==> src/rtl/fn_arb.sv <==
// fn_arb: round-robin arbiter sharing one registered bitwise function unit
// (sel=1: a^b, sel=0: a&b) among NREQ requesters. The result is held in a
// single output register and handed to the consumer under valid/ready,
// tagged with the index of the requester that produced it.
//
// Optional build macro: FN_ARB_STAT_EN adds the stall_cnt output, a
// saturating count of edges where a result was valid but not accepted.
//
// Ports:
//   clk       rising-edge clock
//   rst_n     asynchronous active-low reset
//   req       per-requester request (bit i = requester i)
//   a, b      operands, requester i at [i*W +: W]
//   sel       per-requester function select (1 = XOR, 0 = AND)
//   gnt       one-hot accept strobe, combinational, same cycle as the transfer
//   y, y_id   registered result and the index that produced it
//   y_vld     result valid
//   y_rdy     consumer ready; result taken when y_vld & y_rdy
//   stall_cnt (FN_ARB_STAT_EN only) 16-bit saturating stall counter
`timescale 1ns/1ps
module fn_arb #(
  parameter int NREQ = 4,
  parameter int W    = 8,
  localparam int IW  = $clog2(NREQ)
) (
  input  logic              clk,
  input  logic              rst_n,
  input  logic [NREQ-1:0]   req,
  input  logic [NREQ*W-1:0] a,
  input  logic [NREQ*W-1:0] b,
  input  logic [NREQ-1:0]   sel,
  output logic [NREQ-1:0]   gnt,
  output logic [W-1:0]      y,
  output logic [IW-1:0]     y_id,
  output logic              y_vld,
  input  logic              y_rdy
`ifdef FN_ARB_STAT_EN
  ,
  output logic [15:0]       stall_cnt
`endif
);

  logic [W-1:0]  y_reg;
  logic [IW-1:0] y_id_reg;
  logic          y_vld_reg;
  logic [IW-1:0] ptr_reg;
  logic [IW-1:0] ptr_next;

  logic [W-1:0]  res_arr [NREQ];
  logic [IW-1:0] win_idx;
  logic [IW-1:0] scan_idx;
  logic          win_found;
  logic          can_accept;
  logic          grant;

  // Every requester's candidate result is formed in parallel; the winner's
  // is selected below.
  generate
    for (genvar gi = 0; gi < NREQ; gi++) begin : g_fn
      assign res_arr[gi] = sel[gi] ? (a[gi*W +: W] ^ b[gi*W +: W])
                                   : (a[gi*W +: W] & b[gi*W +: W]);
    end
  endgenerate

  // Scan from ptr upward; NREQ is a power of two so the IW-bit add wraps
  // naturally modulo NREQ.
  always_comb begin
    win_idx   = '0;
    win_found = 1'b0;
    scan_idx  = '0;
    for (int k = 0; k < NREQ; k++) begin
      scan_idx = ptr_reg + IW'(k);
      if (!win_found && req[scan_idx]) begin
        win_found = 1'b1;
        win_idx   = scan_idx;
      end
    end
  end

  // A full register can be refilled on the same edge it drains, which is
  // what gives one result per cycle under a steady y_rdy.
  assign can_accept = !y_vld_reg || y_rdy;
  assign grant      = rst_n && can_accept && win_found;
  assign gnt        = grant ? (NREQ'(1) << win_idx) : '0;
  assign ptr_next   = win_idx + IW'(1);

  always_ff @(posedge clk or negedge rst_n) begin
    if (!rst_n) begin
      y_reg     <= '0;
      y_id_reg  <= '0;
      y_vld_reg <= 1'b0;
      ptr_reg   <= '0;
    end else if (grant) begin
      y_reg     <= res_arr[win_idx];
      y_id_reg  <= win_idx;
      y_vld_reg <= 1'b1;
      ptr_reg   <= ptr_next;
    end else if (y_vld_reg && y_rdy) begin
      // Drain only; y and y_id keep their last values.
      y_vld_reg <= 1'b0;
    end
  end

  assign y     = y_reg;
  assign y_id  = y_id_reg;
  assign y_vld = y_vld_reg;

`ifdef FN_ARB_STAT_EN
  logic [15:0] stall_cnt_reg;

  always_ff @(posedge clk or negedge rst_n) begin
    if (!rst_n) begin
      stall_cnt_reg <= '0;
    end else if (y_vld_reg && !y_rdy && (stall_cnt_reg != 16'hFFFF)) begin
      stall_cnt_reg <= stall_cnt_reg + 16'd1;
    end
  end

  assign stall_cnt = stall_cnt_reg;
`endif

endmodule
==> config.mk <==
export PLATFORM = sky130hd
export DESIGN_NAME = fn_arb
export DESIGN_NICKNAME = d
export VERILOG_FILES = /design/src/rtl/fn_arb.sv
export SDC_FILE = /design/constraint.sdc
export NUM_CORES = 1
export LEC_CHECK = 0
export ABC_AREA = 1
export CAP_MARGIN = 40
export CELL_PAD_IN_SITES_DETAIL_PLACEMENT = 0
export CELL_PAD_IN_SITES_GLOBAL_PLACEMENT = 2
export CORE_ASPECT_RATIO = 1.25
export CORE_UTILIZATION = 21
export CTS_BUF_LIST = sky130_fd_sc_hd__clkbuf_16
export DETAILED_ROUTE_END_ITERATION = 8
export PLACE_DENSITY_LB_ADDON = 0.1
export SYNTH_ARGS = -nofsm -noshare
export SYNTH_HDL_FRONTEND = slang
export SYNTH_SLANG_ARGS = --single-unit
==> constraint.sdc <==
create_clock -name clk -period 2.4 [get_ports clk]
set_input_delay 0.48 -clock clk [delete_from_list [all_inputs] [get_ports clk]]
set_output_delay 0.48 -clock clk [all_outputs]
set_load 0.05 [all_outputs]
==> flow_summary.yaml <==
worst_setup_path:
  arrival_ns: 2.03
  cp-start-kind: "flip-flop"
  critPathKind: "flip-flop to output port"
  crit_required_ns: 1.92
  cp_slowest_cell: "dfrtp_2"
  crit_fanout: 8
  critPathCaptureType: "output port"
  critPathMaxStageDelay_ns: 0.49
  path_common_cell: "nand2_4"
  cp_cell_sequence: "clkinv_4, nand2_4, nand2_4, nand2_4, nand2_4, nor2_4, nand3_2, nand2_2, nor2_4, nor2_4, inv_2, nor2_2, buf_12"
grt:
  antenna_found_initial: 0
  met3_usage_pct: 1.723
  grt_pass1_vias: 2101
  grt_usage_pct: 13.51
  grt_max_degree: 16
  top_usage_layer: "met2"
  grt_pass1_wl_um: 9694
  globalRouteMet1Util_pct: 16.41
  use_met2_pct: 25.52
  gr-total-overflow: 0
timing:
  rsz0062_at_grt: "yes"
  hold_violations: 0
  holdWs_ns: 0.4784
  clock_skew_ns: 0.0003244
  drv_slew: 0
  period_share_pct: 104.7
  tightest_slew_ns: 0.5000
  fin_crit_ns: 2.512
  relSlewSlack_pct: 66.56
  setup_viol: 4
  fmax_ghz: 0.3980
  worst_slack_ns: -0.1123
layout:
  fill_cells: 848
  antenna_cells: 0
  fin_nets: 487
  drive_gt1_share_pct: 30.34
  largest_reg_flops: 8
  areaGrowthSynthToFinish_pct: 91.02
yosys:
  yosysSeqAreaShare_pct: 17.97
  yosys.area_share.simple_pct: 37.80
  synth.distinct_cells: 25
  synth_nets: 356
  syn_area_per_cell_um2: 7.271
  synthAdderAreaFrac_pct: 22.11
  netlist_instances: 249
  synth_mux_area_share_pct: 12.30
  synth-compound-area-share_pct: 2.626
  synth-seq-cells: 13
  ys_warn_count: 0
  netlist_area_um2: 1810
  synth-xor-area-share_pct: 0
  synth_top_family_by_area: "simple AND/OR/NAND/NOR gates"
clock_tree:
  clock-root-buffer: "clkbuf_16"
  tritoncts: "yes"
  ctsHoldBuffers: 0
  clock_path_buffers: 2
  path_clk_slew_ns: 0.04
  htreeDepth: 1
  clkLatencyLatePin_ns: 0.24
  clock_sinks: 13
  cts_inserted_buffers: 3
floorplan:
  num_rows: 37
  die_y_um: 105.8
  coreArea_um2: 8287
  die_w_um: 85.05
  initial_core_util_pct: 21.85
  die-area_um2: 8999
  io_pins: 90
placement:
  place_hpwl_um: 4909
  io_buffers: 89
  gp_congestion: 0.7429
min_path:
  hold_class: "flip-flop to flip-flop"
detailed_routing:
  first_pass_iters: 6
  drc: 1
  wl_per_cell_um: 12.49
  num_vias: 2088
  first_iter_violations: 22
  avgViaCountPerCell: 4.387
  postRouteAntennaNets: 0
  wl_um: 5946
pwr:
  leakagePower_nw: 1.699
  power_density_nw_per_um2: 1242
  peakVddDrop_mv: 0.3889
  power_mw: 4.297
outcome:
  status: "finished, violations left"
  violations: "DRC, setup timing"
job:
  maxCapViolCount: 0
## worst paths after layout
path                       slack [ns]          to  cells after the start       start
min                              0.48        y[0]                      2        y[0]
max reg2reg                      0.09        y[4]                     16  ptr_reg[0]
min reg2reg                      0.48        y[0]                      2        y[0]
max                             -0.11      gnt[3]                     13  ptr_reg[0]
min in group asynchronous        0.66       y_vld                      2       rst_n
max in group asynchronous        1.56  ptr_reg[0]                      2       rst_n
## layer usage
| metal | share of wire (%) | wire length (µm) |
|---|---|---|
| met3 | 3.7 | 218 |
| met1 | 43 | 2566 |
| met5 | 0 | 0 |
| met4 | 0.32 | 19 |
| met2 | 53 | 3142 |
## power breakdown
group	leakage [nW]	internal, mW	switching [mW]
sequential	0.157	0.333	0.109
clock	0.0423	0.219	0.0863
combinational	1.50	1.57	1.98
## cell type report
cell class | instances | area [µm²] | area share (%)
Sequential cell | 13 | 327.8 | 9.479
Timing Repair Buffer | 134 | 1290 | 37.30
Inverter | 19 | 86.33 | 2.496
Tap cell | 97 | 121.4 | 3.509
Clock buffer | 3 | 75.07 | 2.171
Clock inverter | 1 | 3.754 | 0.1085
Multi-Input combinational cell | 209 | 1554 | 44.93
## stage by stage
stage	instances	area, µm²	setup TNS, ns	worst slack, ns	utilization (%)
floorplan	249	1813	-0.1255	-0.1255	-
finish	476	3458	-0.4053	-0.1123	41.73
CTS	475	3339	-0.3845	-0.1578	40.30
global placement	456	3029	-1.218	-0.2525	36.55
detailed placement	456	3029	-1.463	-0.2846	36.55
global route	476	3458	-0.9730	-0.2286	41.73
## synth_stat cells
library cell  count  area, µm²
o21ai_0           1      5.000
o21ai_1           1      5.000
inv_2             2      7.510
nand3_1          34      170.2
mux2i_1          20      200.2
inv_1            15      56.30
mux2_2            2      22.52
nand3_2           3      30.03
nand2_1          87      326.6
o211ai_1          3      22.52
o21a_1            1      7.510
nor2_1            8      30.03
nor2_2            2      12.51
buf_1             4      15.01
dfrtp_1          13      325.3
nand2_2           3      18.77
buf_2             1      5.000
buf_6             3      33.78
inv_6             1      8.760
nand4_1           8      50.05
clkinv_1          1      3.750
nor2_4            1      11.26
a21boi_1          1      7.510
ha_1             32      400.4
nand3_4           2      35.03
## repair_timing
item                       CTS  global route
pin swaps                   20            14
resized for setup           47            29
setup buffers               15             5
setup endpoints to repair    4             9
## cells in the final DEF (no fill, tap or decap), drive strengths merged, types with 3 or more instances in the layout
master	count
nand2	90
nand4	8
dfrtp	13
inv	18
ha	32
nand3	39
nor2	11
o211ai	3
clkbuf	3
buf	49
clkdlybuf4s50	81
dlygate4sd2	4
mux2i	20
## worst max-delay path, delay by kind of cell, from the launching register on
family                 cells  cell delay, ns
and+or+nand+nor           10            0.93
DFF                        1            0.49
buffers and inverters      3            0.36
## logic make-up after synthesis
logic type	Yosys count
buf+inv	27
fa+ha+maj	32
flops	13
simple gates	148
mux	22
compound gates	7
(Power assumes the default switching activity.)
